## src/rtl/id_alu_ctrl.sv

```systemverilog
// id_alu_ctrl - RV32I decode-stage register feeding the ALU operation interface.
//
// Takes a fetched instruction and its PC, decodes the ALU operation, operand
// selects, immediate, register indices and control strobes, and registers
// the bundle. A valid/ready handshake sits on both sides with one cycle of
// latency and full throughput. Flush empties the stage and drops the
// instruction offered in the same cycle.
//
// Ports
//   clk, rst          clock (rising edge), synchronous active-high reset
//   in_valid/in_ready fetch-side handshake; in_ready = ~out_valid | out_ready
//   instr, pc         raw instruction word and its address
//   flush             discard the held bundle and the incoming instruction
//   out_valid/ready   execute-side handshake
//   out_pc            registered pc
//   ALU_Operation     0 ADD 1 SUB 2 AND 3 OR 4 XOR 5 SLL 6 SRL 7 SRA 8 SLT 9 SLTU
//   ALUSrcA           00 rs1, 01 pc, 10 zero
//   ALUSrcB           0 rs2, 1 Imm
//   Imm               sign-extended immediate in the format of the opcode
//   rs1/rs2/rd_addr   register indices taken from the instruction fields
//   funct3            passed through for branch/load/store sizing
//   RegWrite, MemRead, MemWrite, Branch, Jump   control strobes
//   illegal           instruction is not decodable as RV32I
//
// Only XLEN = 32 is supported.
module id_alu_ctrl #(
   parameter int unsigned XLEN     = 32,
   parameter logic [3:0]  RESET_OP = 4'b0000
) (
   input  logic            clk,
   input  logic            rst,
   input  logic            in_valid,
   output logic            in_ready,
   input  logic [31:0]     instr,
   input  logic [XLEN-1:0] pc,
   input  logic            flush,
   output logic            out_valid,
   input  logic            out_ready,
   output logic [XLEN-1:0] out_pc,
   output logic [3:0]      ALU_Operation,
   output logic [1:0]      ALUSrcA,
   output logic            ALUSrcB,
   output logic [XLEN-1:0] Imm,
   output logic [4:0]      rs1_addr,
   output logic [4:0]      rs2_addr,
   output logic [4:0]      rd_addr,
   output logic [2:0]      funct3,
   output logic            RegWrite,
   output logic            MemRead,
   output logic            MemWrite,
   output logic            Branch,
   output logic            Jump,
   output logic            illegal
);

   localparam logic [6:0] OPC_OP     = 7'b0110011;
   localparam logic [6:0] OPC_OPIMM  = 7'b0010011;
   localparam logic [6:0] OPC_LOAD   = 7'b0000011;
   localparam logic [6:0] OPC_STORE  = 7'b0100011;
   localparam logic [6:0] OPC_BRANCH = 7'b1100011;
   localparam logic [6:0] OPC_LUI    = 7'b0110111;
   localparam logic [6:0] OPC_AUIPC  = 7'b0010111;
   localparam logic [6:0] OPC_JAL    = 7'b1101111;
   localparam logic [6:0] OPC_JALR   = 7'b1100111;

   localparam logic [3:0] ALU_ADD  = 4'd0;
   localparam logic [3:0] ALU_SUB  = 4'd1;
   localparam logic [3:0] ALU_AND  = 4'd2;
   localparam logic [3:0] ALU_OR   = 4'd3;
   localparam logic [3:0] ALU_XOR  = 4'd4;
   localparam logic [3:0] ALU_SLL  = 4'd5;
   localparam logic [3:0] ALU_SRL  = 4'd6;
   localparam logic [3:0] ALU_SRA  = 4'd7;
   localparam logic [3:0] ALU_SLT  = 4'd8;
   localparam logic [3:0] ALU_SLTU = 4'd9;

   localparam logic [1:0] SRCA_RS1  = 2'b00;
   localparam logic [1:0] SRCA_PC   = 2'b01;
   localparam logic [1:0] SRCA_ZERO = 2'b10;

   typedef enum logic [2:0] {
      IMM_NONE,
      IMM_I,
      IMM_S,
      IMM_B,
      IMM_U,
      IMM_J
   } imm_fmt_e;

   // funct3 to ALU operation for OP / OP-IMM; alt selects SUB / SRA.
   function automatic logic [3:0] alu_from_f3(input logic [2:0] f3, input logic alt);
      logic [3:0] op;
      case (f3)
         3'b000:  op = alt ? ALU_SUB : ALU_ADD;
         3'b001:  op = ALU_SLL;
         3'b010:  op = ALU_SLT;
         3'b011:  op = ALU_SLTU;
         3'b100:  op = ALU_XOR;
         3'b101:  op = alt ? ALU_SRA : ALU_SRL;
         3'b110:  op = ALU_OR;
         default: op = ALU_AND;
      endcase
      return op;
   endfunction

   // Immediate assembly; ins holds instr[31:7], the union of all immediate bits.
   function automatic logic signed [31:0] imm_gen(input imm_fmt_e fmt, input logic [31:7] ins);
      logic signed [31:0] imm;
      case (fmt)
         IMM_I:   imm = {{20{ins[31]}}, ins[31:20]};
         IMM_S:   imm = {{20{ins[31]}}, ins[31:25], ins[11:7]};
         IMM_B:   imm = {{19{ins[31]}}, ins[31], ins[7], ins[30:25], ins[11:8], 1'b0};
         IMM_U:   imm = {ins[31:12], 12'b0};
         IMM_J:   imm = {{11{ins[31]}}, ins[31], ins[19:12], ins[20], ins[30:21], 1'b0};
         default: imm = '0;
      endcase
      return imm;
   endfunction

   logic [6:0] opcode;
   logic [2:0] f3;
   logic [6:0] f7;
   logic       f7_std;
   logic       f7_alt;

   assign opcode = instr[6:0];
   assign f3     = instr[14:12];
   assign f7     = instr[31:25];
   assign f7_std = (f7 == 7'b0000000);
   assign f7_alt = (f7 == 7'b0100000);

   logic [3:0]         dec_op;
   logic [1:0]         dec_srca;
   logic               dec_srcb;
   imm_fmt_e           dec_fmt;
   logic signed [31:0] dec_imm;
   logic               dec_rw;
   logic               dec_mr;
   logic               dec_mw;
   logic               dec_br;
   logic               dec_jp;
   logic               dec_ill;

   // Combinational decode of the instruction offered this cycle
   always_comb begin
      dec_op   = ALU_ADD;
      dec_srca = SRCA_RS1;
      dec_srcb = 1'b0;
      dec_fmt  = IMM_NONE;
      dec_rw   = 1'b0;
      dec_mr   = 1'b0;
      dec_mw   = 1'b0;
      dec_br   = 1'b0;
      dec_jp   = 1'b0;
      dec_ill  = 1'b0;

      case (opcode)
         OPC_OP: begin
            dec_op  = alu_from_f3(f3, instr[30]);
            dec_rw  = 1'b1;
            // funct7 0100000 only encodes SUB and SRA
            dec_ill = ~(f7_std | (f7_alt & ((f3 == 3'b000) | (f3 == 3'b101))));
         end
         OPC_OPIMM: begin
            // ADDI has no SUB form: instr[30] is immediate data there
            dec_op   = alu_from_f3(f3, (f3 == 3'b101) & instr[30]);
            dec_srcb = 1'b1;
            dec_fmt  = IMM_I;
            dec_rw   = 1'b1;
            // only the shift forms constrain the upper bits
            if (f3 == 3'b001) begin
               dec_ill = ~f7_std;
            end else if (f3 == 3'b101) begin
               dec_ill = ~(f7_std | f7_alt);
            end
         end
         OPC_LOAD: begin
            dec_srcb = 1'b1;
            dec_fmt  = IMM_I;
            dec_mr   = 1'b1;
            dec_rw   = 1'b1;
            // LB LH LW LBU LHU only
            dec_ill  = (f3 == 3'b011) | (f3 == 3'b110) | (f3 == 3'b111);
         end
         OPC_STORE: begin
            dec_srcb = 1'b1;
            dec_fmt  = IMM_S;
            dec_mw   = 1'b1;
            // SB SH SW only
            dec_ill  = f3[2] | (f3[1:0] == 2'b11);
         end
         OPC_BRANCH: begin
            // BEQ/BNE compare by subtraction, signed/unsigned for the rest
            case (f3[2:1])
               2'b00:   dec_op = ALU_SUB;
               2'b10:   dec_op = ALU_SLT;
               2'b11:   dec_op = ALU_SLTU;
               default: dec_op = ALU_ADD;
            endcase
            dec_fmt = IMM_B;
            dec_br  = 1'b1;
            dec_ill = (f3[2:1] == 2'b01);
         end
         OPC_LUI: begin
            dec_srca = SRCA_ZERO;
            dec_srcb = 1'b1;
            dec_fmt  = IMM_U;
            dec_rw   = 1'b1;
         end
         OPC_AUIPC: begin
            dec_srca = SRCA_PC;
            dec_srcb = 1'b1;
            dec_fmt  = IMM_U;
            dec_rw   = 1'b1;
         end
         OPC_JAL: begin
            dec_srca = SRCA_PC;
            dec_srcb = 1'b1;
            dec_fmt  = IMM_J;
            dec_jp   = 1'b1;
            dec_rw   = 1'b1;
         end
         OPC_JALR: begin
            dec_srcb = 1'b1;
            dec_fmt  = IMM_I;
            dec_jp   = 1'b1;
            dec_rw   = 1'b1;
            dec_ill  = (f3 != 3'b000);
         end
         default: begin
            dec_ill = 1'b1;
         end
      endcase

      // 16-bit compressed encodings are outside RV32I
      if (instr[1:0] != 2'b11) begin
         dec_ill = 1'b1;
      end

      // an illegal instruction still flows down as a harmless ADD
      if (dec_ill) begin
         dec_op = ALU_ADD;
         dec_rw = 1'b0;
         dec_mr = 1'b0;
         dec_mw = 1'b0;
         dec_br = 1'b0;
         dec_jp = 1'b0;
      end
   end

   assign dec_imm = imm_gen(dec_fmt, instr[31:7]);

   logic            valid_q, valid_d;
   logic [XLEN-1:0] pc_q, pc_d;
   logic [3:0]      op_q, op_d;
   logic [1:0]      srca_q, srca_d;
   logic            srcb_q, srcb_d;
   logic [XLEN-1:0] imm_q, imm_d;
   logic [4:0]      rs1_q, rs1_d;
   logic [4:0]      rs2_q, rs2_d;
   logic [4:0]      rd_q, rd_d;
   logic [2:0]      f3_q, f3_d;
   logic            rw_q, rw_d;
   logic            mr_q, mr_d;
   logic            mw_q, mw_d;
   logic            br_q, br_d;
   logic            jp_q, jp_d;
   logic            ill_q, ill_d;

   logic load;

   assign in_ready = ~valid_q | out_ready;
   assign load     = in_valid & in_ready & ~flush;

   // Next-state: flush beats load, load beats drain; otherwise hold
   always_comb begin
      valid_d = valid_q;
      pc_d    = pc_q;
      op_d    = op_q;
      srca_d  = srca_q;
      srcb_d  = srcb_q;
      imm_d   = imm_q;
      rs1_d   = rs1_q;
      rs2_d   = rs2_q;
      rd_d    = rd_q;
      f3_d    = f3_q;
      rw_d    = rw_q;
      mr_d    = mr_q;
      mw_d    = mw_q;
      br_d    = br_q;
      jp_d    = jp_q;
      ill_d   = ill_q;

      if (flush) begin
         valid_d = 1'b0;
         op_d    = RESET_OP;
         rw_d    = 1'b0;
         mr_d    = 1'b0;
         mw_d    = 1'b0;
         br_d    = 1'b0;
         jp_d    = 1'b0;
         ill_d   = 1'b0;
      end else if (load) begin
         valid_d = 1'b1;
         pc_d    = pc;
         op_d    = dec_op;
         srca_d  = dec_srca;
         srcb_d  = dec_srcb;
         imm_d   = dec_imm;
         rs1_d   = instr[19:15];
         rs2_d   = instr[24:20];
         rd_d    = instr[11:7];
         f3_d    = f3;
         rw_d    = dec_rw;
         mr_d    = dec_mr;
         mw_d    = dec_mw;
         br_d    = dec_br;
         jp_d    = dec_jp;
         ill_d   = dec_ill;
      end else if (out_ready) begin
         // bundle consumed (or stage already empty); payload may stay
         valid_d = 1'b0;
      end
   end

   // Decode -> execute boundary register
   always_ff @(posedge clk) begin
      if (rst) begin
         valid_q <= 1'b0;
         pc_q    <= '0;
         op_q    <= RESET_OP;
         srca_q  <= SRCA_RS1;
         srcb_q  <= 1'b0;
         imm_q   <= '0;
         rs1_q   <= '0;
         rs2_q   <= '0;
         rd_q    <= '0;
         f3_q    <= '0;
         rw_q    <= 1'b0;
         mr_q    <= 1'b0;
         mw_q    <= 1'b0;
         br_q    <= 1'b0;
         jp_q    <= 1'b0;
         ill_q   <= 1'b0;
      end else begin
         valid_q <= valid_d;
         pc_q    <= pc_d;
         op_q    <= op_d;
         srca_q  <= srca_d;
         srcb_q  <= srcb_d;
         imm_q   <= imm_d;
         rs1_q   <= rs1_d;
         rs2_q   <= rs2_d;
         rd_q    <= rd_d;
         f3_q    <= f3_d;
         rw_q    <= rw_d;
         mr_q    <= mr_d;
         mw_q    <= mw_d;
         br_q    <= br_d;
         jp_q    <= jp_d;
         ill_q   <= ill_d;
      end
   end

   assign out_valid     = valid_q;
   assign out_pc        = pc_q;
   assign ALU_Operation = op_q;
   assign ALUSrcA       = srca_q;
   assign ALUSrcB       = srcb_q;
   assign Imm           = imm_q;
   assign rs1_addr      = rs1_q;
   assign rs2_addr      = rs2_q;
   assign rd_addr       = rd_q;
   assign funct3        = f3_q;
   assign RegWrite      = rw_q;
   assign MemRead       = mr_q;
   assign MemWrite      = mw_q;
   assign Branch        = br_q;
   assign Jump          = jp_q;
   assign illegal       = ill_q;

endmodule

```

## config.mk

```make
export PLATFORM = sky130hd
export DESIGN_NAME = id_alu_ctrl
export DESIGN_NICKNAME = d
export VERILOG_FILES = /design/src/rtl/id_alu_ctrl.sv
export SDC_FILE = /design/constraint.sdc
export NUM_CORES = 1
export LEC_CHECK = 0
export ABC_CLOCK_PERIOD_IN_PS = 3350
export BUFFER_PORTS_ARGS = -buffer_cell sky130_fd_sc_hd__buf_2
export CELL_PAD_IN_SITES_DETAIL_PLACEMENT = 0
export CELL_PAD_IN_SITES_GLOBAL_PLACEMENT = 2
export CORE_ASPECT_RATIO = 1.2
export CORE_UTILIZATION = 28
export DETAILED_ROUTE_END_ITERATION = 6
export PLACE_DENSITY_LB_ADDON = 0.1
export SLEW_MARGIN = 30
export SYNTH_ARGS = -nofsm -noshare
export SYNTH_HDL_FRONTEND = slang
export SYNTH_SLANG_ARGS = --single-unit
```

## constraint.sdc

```tcl
create_clock -name clk -period 3.35 [get_ports clk]
set_input_delay 0 -clock clk [delete_from_list [all_inputs] [get_ports clk]]
set_output_delay 0 -clock clk [all_outputs]
set_load 0.005 [all_outputs]
```

==> flow_summary_export.csv <==
group,metric,value,unit
yosys,synth_warnings,0,
cells_and_area,n_fill_cell,1488,
placement,place.gp.congestion,0.750,
global_routing,track_usage,18.2,%
setup_path,cp_max_fo,45,
yosys,avgSynthCellArea,8.30,µm²
yosys,yosysSeqAreaShare,47.2,%
floorplan,core-area,14000,µm²
placement,post-place-ws,1.08,ns
yosys,synthesis.area,4070,µm²
sta,setup_slack,1.10,ns
yosys,syn_inst,490,
sta,fin_crit,2.25,ns
routing,via_per_inst,4.79,
global_routing,grt-ovfl-total,0,
global_routing,grt_pass1_vias,4009,
cells_and_area,layoutNonFillerInstCount,866,
clock_network,cts-resized-gates,0,
yosys,synth_edf_count,0,
yosys,synthMostInstantiatedCell,"nand2_1",
routing,drc,8,
clock_network,h-tree-depth,3,
clock_network,clock_path_buffers,2,
yosys,synth_top_area_share,47.2,%
placement,portBuffers,165,
sta,slew_headroom,51.2,%
sta,hold_viol_final,0,
setup_path,crit_arrival,2.50,ns
global_routing,antenna_found_initial,0,
power_and_ir_drop,power.leakage,2.50,nW
status,status,"finished, violations left",
clock_network,cts_buffers,9,
sta,min_period_over_period,67.0,%
placement,place_hpwl,9540,µm
setup_path,crit_type,"flop to flop",
placement,dp_cells,796,
clock_network,clk-insertion-delay-late,0.35,ns
setup_path,crit_required,3.61,ns
yosys,yosysUniqueCellTypes,60,
yosys,ys_async_sr_fraction,0,%
setup_path,cp-end-kind,"flop",
cells_and_area,syn2layout_area_growth,42.4,%
flow_run,drv_cap,0,
global_routing,grt_max_degree,46,
cells_and_area,multi_input_area,1890,µm²
sta,max_freq,0.445,GHz
floorplan,die_area,15000,µm²
yosys,yosys.area.top_type,"dfxtp_1",
power_and_ir_drop,ir_worst_vdd,0.000195,V
cells_and_area,antenna_cells,0,
yosys,synth_top_flop_cell,"dfxtp_1",
setup_path,startpoint_type,"flop",
clock_network,numClockSinks,96,
sta,setup_viol,0,
sta,maxSlewViolCount,0,
cells_and_area,regArea,1920,µm²
routing,drt_iter0_markers,162,
clock_network,cts_tree,"done",
yosys,ys_ff_latch,96,
routing,avgRoutedWirePerCell,15.6,µm
power_and_ir_drop,powerDensity,442,nW/µm²
yosys,syn_nets,563,
floorplan,io_pins,166,
cells_and_area,drive_gt1_share,29.9,%
min_path,hp-class,"input pin to flop",
sta,tns,0,ns
cells_and_area,fin_nets,764,
sta,worst_pin_slew,0.726,ns
clock_network,path_clk_slew,0.07,ns
routing,first_pass_iters,7,
floorplan,fp.dieH,134,µm
clock_network,cts-root-buf,"clkbuf_16",
floorplan,die_w,112,µm
floorplan,initial_utilization,29.1,%
sta,fin_worst_skew,0.00511,ns
floorplan,rows,47,
sta,rsz0062_at_grt,"false",
yosys,synth_area_leaders,"dfxtp_1 (47%), nand2_1 (13%), a21oi_1 (8.9%), o21ai_0 (3.1%), nor2_1 (2.1%)",
routing,num_vias,4149,
yosys,synth_commonest_cells,"nand2_1 (138), dfxtp_1 (96), a21oi_1 (72), o21ai_0 (25), nor2_1 (23)",
routing,wl,13500,µm
global_routing,grt_pass1_wl,21300,µm
routing,postRouteAntennaNets,0,
status,violations,"DRC",
## critical path: stages, from the launching register on
cell and delay [ns]:
dfxtp_1 0.32, nor2b_1 0.32, or3_2 0.53, buf_4 0.52, a22oi_1 0.16, a221oi_1 0.27
## metal layers
metal | vias to the layer above | part of all wire, % | global-route usage [%]
met5 | - | 0 | 0
met4 | 0 | 1.4 | 6.89
met3 | 14 | 5.7 | 3.98
met2 | 120 | 48 | 30.4
met1 | 1914 | 45 | 23.0
li1 | 2101 | - | -
## timing repair
action                     CTS  global route
hold endpoints to repair    70             0
setup endpoints to repair    0             0
buffers inserted             0             0
hold buffers                55             0
## layout by cell type, fill, tap and decap left out, types with 4 or more instances in the layout
cell type	Yosys	layout
a21oi_1	72	72
a221oi_1	6	6
a22oi_1	9	9
a32oi_1	4	4
buf_2	3	165
buf_4	0	8
clkbuf_16	0	9
dfxtp_1	96	96
dlygate4sd3_1	0	55
ha_1	4	4
inv_1	6	6
nand2_1	138	138
nand3_1	4	4
nor2_1	23	23
nor3_1	12	11
o21ai_0	25	25
## cell families after synthesis
kind of cell,count (synthesis),share of synthesized area [%]
AND/OR/NAND/NOR,200,21.8
flip-flops,96,47.2
adder cells (fa/ha/maj),4,1.23
AO/OA/AOI/OAI,144,23.1
buffers and inverters,46,6.67
## area by class of cell
cell class / instances / area share (%)
flip-flops and latches: 96 / 33.2
inverters: 8 / 0.518
clock buffers: 10 / 4.12
repair buffers: 228 / 24.8
multi-input cells: 348 / 32.6
well taps: 171 / 3.69
clock inverters: 5 / 1.12
## power breakdown
group	total [W]	internal [W]	leakage [nW]	switching (W)
Combinational	0.000304	0.000138	1.58	0.000166
Sequential	0.00119	0.00117	0.780	0.0000156
Clock	0.00107	0.000603	0.143	0.000465
Total	0.00256	0.00192	2.50	0.000647
## state kept, by name (all words and copies together) (netlist names), 2 cells and up
name and flops:
ALU_Operation 4, rs2_addr 5, rd_addr 5, ALUSrcA 2, Imm 32, rs1_addr 5, funct3 3, out_pc 32
## final timing paths
| kind | startpoint | to | slack (ns) | depth (start not counted) |
|---|---|---|---|---|
| max | out_valid | Imm[0] | 1.10 | 5 |
| min | out_ready | out_valid | 0.02 | 4 |
| max reg2reg | out_valid | Imm[0] | 1.10 | 5 |
| min reg2reg | ALU_Operation[1] | ALU_Operation[1] | 0.45 | 2 |
## per-stage QoR
stage	utilization, %	power, W	cell area [µm²]	hold WS (ns)
final	41.4	0.00256	5800	0.0229
after global routing	41.4	0.00268	5800	0.0380
after CTS	41.4	0.00261	5800	0.0111
after detailed placement	35.3	0.00147	4940	0.247
after global placement	35.3	0.00147	4940	0.242
after floorplan	-	0.00136	4070	0.135
Note: power is estimated with default switching activity, not from simulation.
